===== src/rtl/alu_operand_stage.sv =====
// ID/EX operand register that feeds the ALU. Define ALU_OPERAND_STAGE_FWD_EN to
// enable the EX/MEM and MEM/WB forwarding muxes; otherwise the stage presents captured data.
module alu_operand_stage #(
  parameter int DW = 32,
  parameter int RW = 5
) (
  input  logic          clk,
  input  logic          reset,
  input  logic          in_valid,
  output logic          in_ready,
  input  logic [DW-1:0] rs_data,
  input  logic [DW-1:0] rt_data,
  input  logic [15:0]   imm,
  input  logic          ext_sign,
  input  logic          alusrc,
  input  logic [4:0]    aluop_in,
  input  logic [RW-1:0] rs_addr,
  input  logic [RW-1:0] rt_addr,
  input  logic [RW-1:0] rd_addr,
  input  logic          regwrite_in,
  input  logic          flush,
  input  logic          exmem_regwrite,
  input  logic [RW-1:0] exmem_rd,
  input  logic [DW-1:0] exmem_result,
  input  logic          memwb_regwrite,
  input  logic [RW-1:0] memwb_rd,
  input  logic [DW-1:0] memwb_result,
  input  logic          out_ready,
  output logic          out_valid,
  output logic [DW-1:0] A,
  output logic [DW-1:0] B,
  output logic [4:0]    ALUOp,
  output logic [RW-1:0] out_rd,
  output logic          out_regwrite,
  output logic [DW-1:0] store_data
);

  logic          valid_q,    valid_d;
  logic [DW-1:0] rs_q,       rs_d;
  logic [DW-1:0] rt_q,       rt_d;
  logic [DW-1:0] imm_ext_q,  imm_ext_d;
  logic          alusrc_q,   alusrc_d;
  logic [4:0]    aluop_q,    aluop_d;
  logic [RW-1:0] rs_addr_q,  rs_addr_d;
  logic [RW-1:0] rt_addr_q,  rt_addr_d;
  logic [RW-1:0] rd_q,       rd_d;
  logic          regwrite_q, regwrite_d;

  logic          capture;
  logic [DW-1:0] imm_ext;

  assign in_ready = !valid_q || out_ready;
  assign capture  = in_valid && in_ready && !flush;
  assign imm_ext  = ext_sign ? {{(DW-16){imm[15]}}, imm} : {{(DW-16){1'b0}}, imm};

  always_comb begin
    valid_d    = valid_q;
    rs_d       = rs_q;
    rt_d       = rt_q;
    imm_ext_d  = imm_ext_q;
    alusrc_d   = alusrc_q;
    aluop_d    = aluop_q;
    rs_addr_d  = rs_addr_q;
    rt_addr_d  = rt_addr_q;
    rd_d       = rd_q;
    regwrite_d = regwrite_q;

    // Flush outranks capture and drain; stale data is harmless once valid drops.
    if (flush) begin
      valid_d = 1'b0;
    end else if (capture) begin
      valid_d = 1'b1;
    end else if (out_ready) begin
      valid_d = 1'b0;
    end

    if (capture) begin
      rs_d       = rs_data;
      rt_d       = rt_data;
      imm_ext_d  = imm_ext;
      alusrc_d   = alusrc;
      aluop_d    = aluop_in;
      rs_addr_d  = rs_addr;
      rt_addr_d  = rt_addr;
      rd_d       = rd_addr;
      regwrite_d = regwrite_in;
    end
  end

  always_ff @(posedge clk) begin
    if (reset) begin
      valid_q    <= 1'b0;
      rs_q       <= '0;
      rt_q       <= '0;
      imm_ext_q  <= '0;
      alusrc_q   <= 1'b0;
      aluop_q    <= '0;
      rs_addr_q  <= '0;
      rt_addr_q  <= '0;
      rd_q       <= '0;
      regwrite_q <= 1'b0;
    end else begin
      valid_q    <= valid_d;
      rs_q       <= rs_d;
      rt_q       <= rt_d;
      imm_ext_q  <= imm_ext_d;
      alusrc_q   <= alusrc_d;
      aluop_q    <= aluop_d;
      rs_addr_q  <= rs_addr_d;
      rt_addr_q  <= rt_addr_d;
      rd_q       <= rd_d;
      regwrite_q <= regwrite_d;
    end
  end

  // Index 0 is the rs source, index 1 the rt source.
  logic [1:0][DW-1:0] src_data;
  logic [1:0][DW-1:0] fwd_data;

  assign src_data[0] = rs_q;
  assign src_data[1] = rt_q;

`ifdef ALU_OPERAND_STAGE_FWD_EN
  logic [1:0][RW-1:0] src_addr;

  assign src_addr[0] = rs_addr_q;
  assign src_addr[1] = rt_addr_q;

  generate
    for (genvar gi = 0; gi < 2; gi++) begin : g_fwd
      logic exmem_hit;
      logic memwb_hit;

      // Register $0 is hardwired, so a producer naming rd 0 never forwards.
      assign exmem_hit = exmem_regwrite && (exmem_rd != '0) && (exmem_rd == src_addr[gi]);
      assign memwb_hit = memwb_regwrite && (memwb_rd != '0) && (memwb_rd == src_addr[gi]);
      assign fwd_data[gi] = exmem_hit ? exmem_result :
                            memwb_hit ? memwb_result : src_data[gi];
    end
  endgenerate
`else
  generate
    for (genvar gi = 0; gi < 2; gi++) begin : g_nofwd
      assign fwd_data[gi] = src_data[gi];
    end
  endgenerate

  logic unused_fwd;
  assign unused_fwd = ^{exmem_regwrite, exmem_rd, exmem_result,
                        memwb_regwrite, memwb_rd, memwb_result,
                        rs_addr_q, rt_addr_q};
`endif

  assign out_valid    = valid_q;
  assign A            = fwd_data[0];
  assign B            = alusrc_q ? imm_ext_q : fwd_data[1];
  assign store_data   = fwd_data[1];
  assign ALUOp        = aluop_q;
  assign out_rd       = rd_q;
  assign out_regwrite = regwrite_q && valid_q;

endmodule


===== config.mk =====
export PLATFORM = sky130hd
export DESIGN_NAME = alu_operand_stage
export DESIGN_NICKNAME = d
export VERILOG_FILES = /design/src/rtl/alu_operand_stage.sv
export SDC_FILE = /design/constraint.sdc
export NUM_CORES = 1
export LEC_CHECK = 0
export CAP_MARGIN = 20
export CORE_AREA = 2 2 114 116
export CTS_BUF_LIST = sky130_fd_sc_hd__clkbuf_16
export CTS_CLUSTER_SIZE = 40
export DETAILED_ROUTE_END_ITERATION = 10
export DIE_AREA = 0 0 116 118
export DONT_BUFFER_PORTS = 1
export GPL_ROUTABILITY_DRIVEN = 0
export GPL_TIMING_DRIVEN = 0
export PLACE_DENSITY = 0.55
export SETUP_SLACK_MARGIN = 0.02
export SYNTH_ARGS = -nofsm -noshare
export SYNTH_HDL_FRONTEND = slang
export SYNTH_SLANG_ARGS = --single-unit

===== constraint.sdc =====
create_clock -name clk -period 1.85 [get_ports clk]
set_input_delay 0.185 -clock clk [delete_from_list [all_inputs] [get_ports clk]]
set_output_delay 0.185 -clock clk [all_outputs]
set_load 0.01 [all_outputs]

== After elaboration in Yosys (flattened, before gate mapping) ==
Index checks and enable logic that the tools add are counted.

* Bits in registers: 109
* Bits of input ports: 184
* Word-level logic and storage cells: 20
* Output and inout bits: 109

* Mux-type cells: 4
* Reduce and logical (&&, ||, !) cells: 8

{| class="wikitable"
|+ Operators by type and width
! kind !! count
|-
| 32-bit 2-to-1 mux || 2
|-
| 1-bit logical AND || 3
|-
| 1-bit zero test || 2
|-
| 1-bit 2-to-1 mux || 2
|-
| 2-bit nonzero test || 1
|-
| 2-bit OR reduction || 1
|-
| 1-bit logical OR || 1
|}

== Longest topological paths before layout ==
* Depth in word-level cells: 5
* Gate-level depth with buffers: 7
* Mapped depth without buffers: 4

== Worst setup path after synthesis ==
Ideal clock, no wire load.

* Path kind: register -> register
* Start point: register valid_q (netlist: out_valid)
* End point: register rs_q[17] (netlist: A[17])
* Required time: 1.707 ns
* Cell stages (with the launch flop): 8
* Path buffers: 3
* Data arrival time: 1.120 ns
* Setup time: 0.143 ns
* Period minus slack after synthesis: 1.263 ns
* Slack: 0.587 ns
* Path through: dfxtp_1 -> nor2b_4 -> buf_6 -> inv_4 -> buf_12 -> buf_8 -> nand3_2 -> a21oi_2

* Cells in the longest elaborated chain, start to end: 4

{| class="wikitable"
|+ Ends and longest elaborated chain
! element !! RTL line !! source
|-
| start: declaration || 38 || <nowiki>logic valid_q, valid_d;</nowiki>
|-
| start signal: assignment || 103 || <nowiki>valid_q <= valid_d;</nowiki>
|-
| 1-bit zero test || 52 || <nowiki>assign in_ready = !valid_q || out_ready;</nowiki>
|-
| 1-bit logical OR || 52 ||
|-
| 1-bit logical AND (2 in a row) || 53 || <nowiki>assign capture = in_valid && in_ready && !flush;</nowiki>
|-
| end signal: assignment || 104 || <nowiki>rs_q <= rs_d;</nowiki>
|-
| end: declaration || 39 || <nowiki>logic [DW-1:0] rs_q, rs_d;</nowiki>
|}

No other way between the ends.
A chain may end at the register's enable or synchronous reset.

== Worst setup path in the final report ==
* Start point: register alusrc_q
* End point: output B[7]

* Cells in the longest elaborated chain, start to end: 1

{| class="wikitable"
|+ Ends and longest elaborated chain
! element !! RTL line !! source
|-
| start: declaration || 42 || <nowiki>logic alusrc_q, alusrc_d;</nowiki>
|-
| start signal: assignment || 107 || <nowiki>alusrc_q <= alusrc_d;</nowiki>
|-
| 32-bit 2-to-1 mux || 156 || <nowiki>assign B = alusrc_q ? imm_ext_q : fwd_data[1];</nowiki>
|-
| end: declaration || 31 || <nowiki>output logic [DW-1:0] B,</nowiki>
|}

No other way between the ends.

==> reports/summary.txt <==
Status - completed
Antenna violations before repair - 0
Placed cell count - 656
Setup-failing EPs final - 0
RR Startpoint - out_valid
WHS Path Cells - 2
Clk sinks - 94
Crit start category - flip-flop
Starting Density - 36.6%
Max-Slew Margin vs Limit - 47.5%
IO Port Bufs - 0
Max rail drop VDD - 0.352 mV
Synthesized Nets - 668
Post-synthesis sequential area ratio - 41.5%
IO Count - 293
Hold Startpoint - rd_addr[1]
Remaining Overflow, GRT - 0
Worst Hold Path EP - out_rd[1]
CTS tree - built
Reg2reg path depth - 4
Core ar. - 0.0124 mm²
Setup ws final - 0.111 ns
Worst skew pair latency - 0.35 ns
Pin count of the biggest net entering global routing - 15
Layout cell share with drive strength beyond 1 - 31.0%
Gr usage total - 20.9%
Pwr/cell area - 766 mW/mm²
Post-synthesis register bit count - 94
Max-cap viol count - 0
Arrival time at the worst endpoint - 1.55 ns
Total power after layout - 4570 µW
CP Max Fanout - 10
R2R Path End - ALUOp[3]
Num rows - 41
Warnings, synthesis - 0
Iteration-0 DRC Markers - 310
Main combinational cell family by area after synthesis - compound AO/OA/AOI/OAI gates
Clock skew - 0.00346 ns
RSZ-0062 raised after global routing - no
Wire per inst - 18.9 µm
Post-Synth Adder-Cell Area - 0%
Hold Fails Final Rpt - 0
Most frequent cells in the layout - 99 x o21ai_0, 94 x dfxtp_1, 94 x dlygate4sd3_1
Antenna Violating Nets Remaining - 0
Ant. Diodes - 0
Critical Path RT - 1.66 ns
Synth Area in Compound Gates - 27.1%
WL final - 14500 µm
R2r setup slk - 0.31 ns
CTS H-tree depth - 3
Post-Synth Simple-Gate Area - 18.0%
Synth Area per Inst - 9.38 µm²
Worst-path clk slew - 0.06 ns
Netlist cell types - 25
Cell Area, Synth - 0.00454 mm²
Vias/cell - 5.33
Vias in the first global route - 4091
Hold Path Class - input port to flip-flop
Post-route DRC - 0
XOR/XNOR Fraction of Synth Area - 0%
Max Fclk - 0.575 GHz
Area Overhead vs Synth - 31.3%
First-pass iteration count of the detailed router - 4
First-pass GRT wire length - 22200 µm
HPWL Detailed - 9680 µm
Die Wd - 116 µm
FILL cells - 1193
Chip height - 118 µm
Post-synthesis mux area share - 3.97%
Total vias in the final route - 4084
Setup Crit Path Kind - flip-flop to output port
Non-Filler Instances - 766
Total CTS buffers - 9
Setup TNS - 0 ns
Worst slew pin tran - 0.788 ns
Die area - 0.0137 mm²
Final nets - 773
Most common cell after layout, fill and taps aside - o21ai_0
Fin crit period - 1.74 ns
Pre-CTS setup slack - 0.314 ns
Maximum clock path buffer count - 2
Leak pwr - 0.00198 µW
Critical Path End Type - output port
Final Cycle Share - 94.0%
Post-layout util - 48.0%
Fin. max-slew vios - 0
Root Buffer - clkbuf_16
Synthesized instance count - 484
[how the worst max path moves through the flow]
stage | startpoint | endpoint | depth (start not counted)
3_5_place_dp | out_valid | A[23] | 7
3_3_place_gp | out_valid | imm_ext_q[30] | 5
5_1_grt | alusrc_q | B[7] | 3
2_1_floorplan | out_valid | A[17] | 7
6_report | alusrc_q | B[7] | 3
4_1_cts | alusrc_q | B[28] | 4
[cells by family (layout without fill, tap and decap cells)]
group	count (synthesis)	in the layout
buffers and inverters	72	182
and+or+nand+nor	100	100
AOI/OAI and AO/OA	202	202
muxes	16	16
DFF	94	94
[through the flow]
step / area [µm²] / hold WS (ns)
2_1_floorplan: 4540 / 0.264
3_3_place_gp: 4750 / 0.266
3_5_place_dp: 4750 / 0.267
4_1_cts: 5950 / 0.00320
5_1_grt: 5960 / 0.0183
6_report: 5960 / 0.0180
[cell type report]
type | instances | area (µm²) | share of cell area (%)
buffer | 55 | 369 | 6.19
clock buffer | 9 | 225 | 3.78
timing repair buffer | 94 | 941 | 15.8
inverter | 17 | 66.3 | 1.11
sequential | 94 | 1880 | 31.6
tap | 172 | 215 | 3.61
clock inverter | 7 | 32.5 | 0.546
multi-input combinational | 318 | 2230 | 37.4
[routing by layer]
metal	global-route usage, %	routed length (µm)
met4	7.14	306
met1	25.0	6000
met2	35.4	7140
met3	5.97	1030
met5	0	0
[power breakdown]
group	internal [µW]	leakage (µW)	switching, µW
Clock	888	0.000129	793
Combinational	306	0.00109	354
Sequential	2120	0.000768	107
Total	3310	0.00198	1250
[worst max-delay path, stage by stage, from the launching register on]
cell,delay (ns)
dfxtp_1,0.30
buf_2,0.22
clkbuf_4,0.28
mux2_2,0.40
[Yosys cell counts (all sizes together)]
cell / number / area, µm²
inv: 17 / 66.3
nand3: 92 / 761
clkbuf: 22 / 82.6
nor2: 1 / 3.75
nand4: 1 / 6.26
mux2: 16 / 180
nand2b: 1 / 8.76
a21oi: 93 / 687
nor3: 1 / 5.00
dfxtp: 94 / 1880
nor2b: 1 / 13.8
and2b: 1 / 7.51
and2: 1 / 6.26
buf: 33 / 280
o21ai: 109 / 546
nand2: 1 / 3.75
[state kept, by name, summed over array words and instances, names as in the netlist]
name and cells:
A 32, regwrite_q 1, alusrc_q 1, out_valid 1, ALUOp 5, imm_ext_q 17, store_data 32, out_rd 5
[timing repair]
action	4_1_cts	5_1_grt
resized for setup	0	5
endpoints found under the hold margin	93	0
buffers inserted	0	0
hold buffers	94	0
setup endpoints to repair	0	23
(Power assumes the default switching activity.)
